`src/rtl/inv_sub_bytes.sv`:
```
// AES InvSubBytes stage: column-serial by default (4 cycles/block); define ISB_PARALLEL_EN
// for a single-cycle, 16-port variant. The inverse S-box table is built at elaboration.
module inv_sub_bytes #(
  parameter INV_SBOX_FILE = "inv_sbox.mem"
) (
  input  logic         Clk,
  input  logic         Rst,
  input  logic         En_ISB,
  input  logic [127:0] In_ISB,
  output logic         Ry_ISB,
  output logic         Busy_ISB,
  output logic [127:0] Out_ISB
);

  localparam int unsigned BLK_W  = 128;
  localparam int unsigned COL_W  = 32;
  localparam int unsigned BYTE_W = 8;
  localparam int unsigned TBL_W  = 256 * BYTE_W;

  // GF(2^8) multiply modulo x^8+x^4+x^3+x+1
  function automatic logic [BYTE_W-1:0] gf_mul(input logic [BYTE_W-1:0] a_in,
                                               input logic [BYTE_W-1:0] b);
    logic [BYTE_W-1:0] a;
    logic [BYTE_W-1:0] p;
    a = a_in;
    p = '0;
    for (int i = 0; i < 8; i++) begin
      if (b[i]) p = p ^ a;
      a = {a[6:0], 1'b0} ^ (a[7] ? 8'h1b : 8'h00);
    end
    return p;
  endfunction

  // Multiplicative inverse as x^254 (maps 0 to 0)
  function automatic logic [BYTE_W-1:0] gf_inv(input logic [BYTE_W-1:0] x);
    logic [BYTE_W-1:0] r;
    logic [BYTE_W-1:0] e;
    r = 8'h01;
    e = 8'd254;
    for (int i = 7; i >= 0; i--) begin
      r = gf_mul(r, r);
      if (e[i]) r = gf_mul(r, x);
    end
    return r;
  endfunction

  // Inverse S-box: undo the affine map, then invert in GF(2^8)
  function automatic logic [TBL_W-1:0] build_rom();
    logic [TBL_W-1:0]  tbl;
    logic [BYTE_W-1:0] s;
    logic [BYTE_W-1:0] a;
    tbl = '0;
    for (int i = 0; i < 256; i++) begin
      s = BYTE_W'(i);
      a = {s[6:0], s[7]} ^ {s[4:0], s[7:5]} ^ {s[1:0], s[7:2]} ^ 8'h05;
      tbl[i*BYTE_W +: BYTE_W] = gf_inv(a);
    end
    return tbl;
  endfunction

  localparam logic [TBL_W-1:0] INV_SBOX = build_rom();

  function automatic logic [BYTE_W-1:0] inv_s(input logic [BYTE_W-1:0] b);
    return INV_SBOX[{b, 3'b000} +: BYTE_W];
  endfunction

  function automatic logic [COL_W-1:0] sub_word(input logic [COL_W-1:0] w);
    return {inv_s(w[31:24]), inv_s(w[23:16]), inv_s(w[15:8]), inv_s(w[7:0])};
  endfunction

`ifdef ISB_PARALLEL_EN

  logic [BLK_W-1:0] sub_all;

  always_comb begin
    sub_all = {sub_word(In_ISB[127:96]), sub_word(In_ISB[95:64]),
               sub_word(In_ISB[63:32]),  sub_word(In_ISB[31:0])};
  end

  // Result and ready follow each sampled request by one edge
  always_ff @(posedge Clk or posedge Rst) begin
    if (Rst) begin
      Out_ISB <= '0;
      Ry_ISB  <= 1'b0;
    end else begin
      Ry_ISB <= En_ISB;
      if (En_ISB) Out_ISB <= sub_all;
    end
  end

  assign Busy_ISB = 1'b0;

`else

  typedef enum logic {IDLE, BUSY} state_t;

  state_t           state_q, state_d;
  logic [1:0]       col_q, col_d;
  logic [BLK_W-1:0] in_q, in_d;
  logic [BLK_W-1:0] part_q, part_d;
  logic [BLK_W-1:0] out_q, out_d;
  logic             ry_q, ry_d;
  logic             busy_q, busy_d;
  logic [COL_W-1:0] col_in;
  logic [COL_W-1:0] col_sub;

  always_ff @(posedge Clk or posedge Rst) begin
    if (Rst) begin
      state_q <= IDLE;
      col_q   <= '0;
      in_q    <= '0;
      part_q  <= '0;
      out_q   <= '0;
      ry_q    <= 1'b0;
      busy_q  <= 1'b0;
    end else begin
      state_q <= state_d;
      col_q   <= col_d;
      in_q    <= in_d;
      part_q  <= part_d;
      out_q   <= out_d;
      ry_q    <= ry_d;
      busy_q  <= busy_d;
    end
  end

  always_comb begin
    state_d = state_q;
    col_d   = col_q;
    in_d    = in_q;
    part_d  = part_q;
    out_d   = out_q;
    ry_d    = 1'b0;
    busy_d  = busy_q;
    col_in  = in_q[127:96];
    case (col_q)
      2'd0: col_in = in_q[127:96];
      2'd1: col_in = in_q[95:64];
      2'd2: col_in = in_q[63:32];
      2'd3: col_in = in_q[31:0];
      default: col_in = in_q[127:96];
    endcase
    col_sub = sub_word(col_in);

    case (state_q)
      IDLE: begin
        if (En_ISB) begin
          in_d    = In_ISB;
          col_d   = 2'd0;
          state_d = BUSY;
          busy_d  = 1'b1;
        end
      end
      BUSY: begin
        case (col_q)
          2'd0: part_d[127:96] = col_sub;
          2'd1: part_d[95:64]  = col_sub;
          2'd2: part_d[63:32]  = col_sub;
          2'd3: part_d[31:0]   = col_sub;
          default: part_d = part_q;
        endcase
        // Last column: publish the whole block at once
        if (col_q == 2'd3) begin
          out_d   = {part_q[127:32], col_sub};
          ry_d    = 1'b1;
          busy_d  = 1'b0;
          col_d   = 2'd0;
          state_d = IDLE;
        end else begin
          col_d = col_q + 2'd1;
        end
      end
      default: state_d = IDLE;
    endcase
  end

  assign Out_ISB  = out_q;
  assign Ry_ISB   = ry_q;
  assign Busy_ISB = busy_q;

`endif

endmodule

```
`config.mk`:
```
export PLATFORM = sky130hd
export DESIGN_NAME = inv_sub_bytes
export DESIGN_NICKNAME = d
export VERILOG_FILES = /design/src/rtl/inv_sub_bytes.sv
export SDC_FILE = /design/constraint.sdc
export NUM_CORES = 2
export LEC_CHECK = 0
export ABC_AREA = 1
export BUFFER_PORTS_ARGS = -buffer_cell sky130_fd_sc_hd__clkbuf_2
export CAP_MARGIN = 20
export CORE_UTILIZATION = 55
export CTS_BUF_LIST = sky130_fd_sc_hd__clkbuf_8 sky130_fd_sc_hd__clkbuf_16
export DETAILED_ROUTE_END_ITERATION = 10
export PLACE_DENSITY = 0.71
export SYNTH_ARGS = -nofsm -noshare
export SYNTH_HDL_FRONTEND = slang
export SYNTH_SLANG_ARGS = --single-unit
```
`constraint.sdc`:
```
create_clock -name Clk -period 16.75 [get_ports Clk]
set_input_delay 2.5125 -clock Clk [delete_from_list [all_inputs] [get_ports Clk]]
set_output_delay 2.5125 -clock Clk [all_outputs]
set_load 0.05 [all_outputs]
```
Word-level counts from Yosys, hierarchy flattened
Cells that the tools add are included.
{"block": "word_totals", "wordCells": 39, "inputBits": 131, "regBits": 357}
{"block": "classes", "bitwise": 1, "n_reduce_logical": 7, "shifts": 4, "add_sub_neg": 1, "eq_ne": 5, "mux": 12}
{"op": "2048-bit by 12-bit indexed part select with 8-bit output (first input constant)", "count": 4}
{"op": "32-bit one-hot mux with 4 select lines", "count": 1}
{"op": "2-bit AND reduction", "count": 6}
{"op": "1-bit two-way mux", "count": 6}
{"op": "2-bit == test (second input constant)", "count": 2}
{"op": "2-bit two-way mux", "count": 2}
{"op": "1-bit one-hot mux with 2 select lines", "count": 2}
{"op": "2-bit one-hot mux with 2 select lines", "count": 1}
{"op": "2-bit by 1-bit adder with 2-bit output (second input constant)", "count": 1}
{"op": "2-bit by 1-bit == test with 1-bit output (second input constant)", "count": 1}
{"op": "2-bit logical NOT", "count": 1}
{"op": "2-bit by 1-bit inequality test with 1-bit output (second input constant)", "count": 1}
{"op": "2-bit inequality test (second input constant)", "count": 1}
{"op": "1-bit inverter", "count": 1}

Longest topological paths before layout
{"block": "depth", "ltp_word": 3, "mapped_depth": 23}

Worst setup path before layout
Ideal clock, no wire load.
{"block": "synth_path", "path_type": "input -> register", "startpoint": "input port En_ISB", "endpoint": "register in_q[10]", "stages": 4, "path_buffers": 2, "required_ns": 16.625, "t_arrival_ns": 3.579, "path_slack_ns": 13.046, "cell_sequence": "nand2_1 > clkbuf_1 > clkbuf_1 > mux2_2"}
{"block": "synth_between", "elab_chain_cells": 1}
{"element": "from (decl)", "line": "8", "text": "input logic En_ISB,"}
{"element": "2-bit AND reduction (no source line)"}
{"element": "to (signal assigned)", "line": "119", "text": "in_q <= in_d;"}
{"element": "to (decl)", "line": "99", "text": "logic [BLK_W-1:0] in_q, in_d;"}
No other way between the ends.
A chain may end at the register's enable or synchronous reset.

Worst setup path in the final report
{"block": "layout_path", "startpoint": "register col_q[0]", "endpoint": "register out_q[29] (netlist: Out_ISB[29])"}
{"block": "layout_between", "elab_chain_cells": 3, "elab_cells_between_ends": 7, "cone_classes": "eq/ne: 3; shift: 1; mux: 1; reduce/logical: 2"}
{"element": "from (decl)", "line": "98", "text": "logic [1:0] col_q, col_d;"}
{"element": "from (signal assigned)", "line": "118", "text": "col_q <= col_d;"}
{"element": "2-bit == test, or another cell as far along", "line": "136, 163"}
{"element": "32-bit one-hot mux with 4 select lines", "line": "136", "text": "case (col_q)"}
{"element": "2048-bit by 12-bit indexed part select with 8-bit output", "line": "64", "text": "return INV_SBOX[{b, 3'b000} +: BYTE_W];"}
{"element": "to (signal assigned)", "line": "121", "text": "out_q <= out_d;"}
{"element": "to (decl)", "line": "101", "text": "logic [BLK_W-1:0] out_q, out_d;"}
Parallel ways exist; a longest one is shown, timed or not.

==> summary.txt <==
Run
  • Max-cap check violation count: 0

Die
  • Row cnt: 80
  • Die W: about 220 µm
  • Starting Density: 55.66%
  • Die ar.: 0.04910 mm²
  • Die span in y: around 220 µm
  • Area of the core: 0.04765 mm²
  • Ports: around 260

Layout
  • Most common cell after layout, fill and taps aside: nand2_1
  • Area Overhead vs Synth: 9.313%
  • Share of layout cells above drive strength 1: 14.69%
  • Leading cell types in the layout, fill and taps excluded: nand2_1 (1560), nand3_1 (1065), dfrtp_1 (357)
  • Nets@finish: roughly 4200

Timing
  • Fmax: 205.8 MHz
  • Fin. max-slew vios: 0
  • Worst clock skew: about 0.012 ns
  • Max_slew headroom: 28.69%
  • RSZ-0062 raised after global routing: false
  • Hold Violations, Final: 0
  • Final setup violation count: 0
  • Min Clock Period, post-route: just under 5 ns
  • Final setup TNS: 0 ns
  • Least-Margin Pin Slew: roughly 1.1 ns
  • Tcrit/Tclk final: 29.01%

Critical path
  • Crit end category: flop
  • CP Data Required Time: around 17 ns
  • Critical-path cell list: inv_1 -> ha_1 -> inv_2 -> buf_4 -> nor2_1 -> nor2_2 -> ha_1 -> nand3_1 -> nand3_1 -> nand3_1 -> a21oi_1 -> nand2_1 -> nand3_1 -> nand2_1 -> nand2_1 -> nand2_1
  • Type of origin of the critical path: flop
  • CP max-delay cell: buf_4
  • Crit-path max cell delay: between 0.6 and 0.7 ns
  • R2R Setup Slk: between 10 and 15 ns
  • Number of buffers and inverters on the critical path: 3
  • Crit path DAT: 5.32 ns
  • CP Max Fanout: a little under 50
  • CP Class: reg2reg
  • CP delay by family, top: simple AND/OR/NAND/NOR gates

Clocking
  • Clk slew on worst S/H paths: around 0.060 ns
  • CTS Hold Bufs: 0
  • Largest buffer count on any clock path: 3
  • Clock buffer count from CTS: 39
  • Root buffer cell: clkbuf_16
  • Post_cts resized: 0
  • Clock sinks: 357
  • H-Tree Depth: 2
  • Postcts setup bufs: 0
  • Later-pin clock latency in the skew report: about 0.58 ns
  • TritonCTS clock tree: yes

Global routing
  • First-pass GRT wire length: about 160000 µm
  • Grt ovf: 0
  • Vias in the first global route: around 27000
  • Antenna violations before repair: 5
  • Total track usage: a little over 40%
  • Largest net degree at the start of global routing: 150

Logic synthesis
  • Yosys top cell area share: between 30% and 40%
  • Synthesized flop and latch total: between 300 and 400
  • Ys Warns: 0
  • Synthesized net count: around 4200
  • EDFF count, synth: 0
  • Asr flop ratio synth: between 90% and 100%
  • Top cells by area, synth: dfrtp_1 (34%), nand2_1 (22%), nand3_1 (20%)
  • Cell accounting for the most synthesized area: dfrtp_1
  • Seq/Total Area, Yosys: between 30 and 40%
  • Synthesized area: around 0.027 mm²
  • Post-synthesis cell type count: between 40 and 50
  • Post-Syn Instances: 3965
  • Top_reg_cell synth: dfrtp_1
  • Avg Cell Area, Syn: around 6.7 µm²

Route
  • Routed wire length: approximately 100000 µm
  • WL/cell: 22.03 µm
  • Antenna viol nets, final: 0
  • # DRC: 0
  • Initial drt markers: slightly above 5000
  • Via count: a little under 30000
  • Number of iterations in the first detailed-routing pass: 8
  • Via-to-Cell Ratio: about 6.3

Placed design
  • Final RePlAce weighted congestion: ~1.1
  • # port buffers: 260
  • DP HPWL: around 69000 µm

Worst hold path
  • Hold WC Path Type: reg2reg

Run status
  • Status: complete, no violations
## through the flow
step	area [µm²]	hold WS, ns	util, %	setup WS [ns]	cells
after detailed placement	27610	0.4529	57.95	11.62	4615
final	28990	0.4689	60.85	11.89	4691
after CTS	28950	0.4670	60.77	12.03	4686
after global placement	27610	0.4491	57.95	11.63	4615
after floorplan	26520	0.4422	-	4.332	3965
after global routing	28990	0.4794	60.85	11.60	4691
## kinds of logic (layout without fill, tap and decap cells)
group / count (synthesis) / after routing / share of synthesized area, %
DFF: 357 / 357 / 33.68
AOI/OAI and AO/OA: 192 / 192 / 4.510
other: 0 / 4 / 0
muxes: 127 / 127 / 5.392
adders and majority gates: 68 / 68 / 3.208
buffers and inverters: 410 / 517 / 7.204
and+or+nand+nor: 2811 / 2811 / 46.00
## registers in the layout (all words and copies together) (netlist names)
name and cells:
Ry_ISB 1, col_q 2, in_q 128, part_q 96, Out_ISB 128, Busy_ISB 1, state_q 1
## cell usage after synthesis, types with 2 or more instances
library cell and n:
o211ai_1 11, o21ai_0 33, inv_1 131, clkbuf_1 79, ha_1 68, a22o_1 8
nand2_1 1562, o21ai_1 11, nor2_4 6, buf_6 14, o22ai_1 2, or2_4 2
o21ai_4 2, o21bai_1 4, buf_1 22, inv_2 18, o21bai_2 4, dfrtp_1 357
buf_4 30, or2_2 4, nand3_1 1065, nand4_1 11, o21a_1 2, mux2_2 127
a21oi_1 101, o22ai_2 8, nor2_1 98, nand2_2 29, nor2_2 14, buf_2 114
o22ai_4 3, nand3b_1 8, nand3_2 7, nand2_4 3
## layout make-up
class | count | area (µm²)
inverters | 150 | 573.1
fillers | 4583 | 18650
flip-flops and latches | 357 | 8934
repair buffers | 296 | 1604
diodes | 4 | 10.01
clock inverters | 22 | 227.7
well taps | 615 | 769.5
clock buffers | 49 | 1114
multi-input cells | 3198 | 15760
## path summary, 6_finish.rpt
path,from,to,depth (start not counted)
max in group asynchronous,Rst,in_q[122],4
max reg2reg,col_q[0],Out_ISB[29],16
min reg2reg,part_q[72],Out_ISB[72],2
min in group asynchronous,Rst,Out_ISB[71],2
min,part_q[72],Out_ISB[72],2
max,col_q[0],Out_ISB[29],16
## tightest hold or removal path, cell delays in order (launching register included)
cell	delay (ns)
dfrtp_1	0.34
nand2_1	0.05
nand2_1	0.04
## layer usage
layer	track usage (%)	share of wire [%]	up-vias
li1	-	-	13260
met1	57.16	40	13630
met2	60.09	42	2265
met4	21.51	6.2	0
met5	0	0	-
met3	9.025	12	468
Power is left out: the tool's default activity adds up to more than one toggle a clock period on the data nets, which glitch-free logic cannot reach.
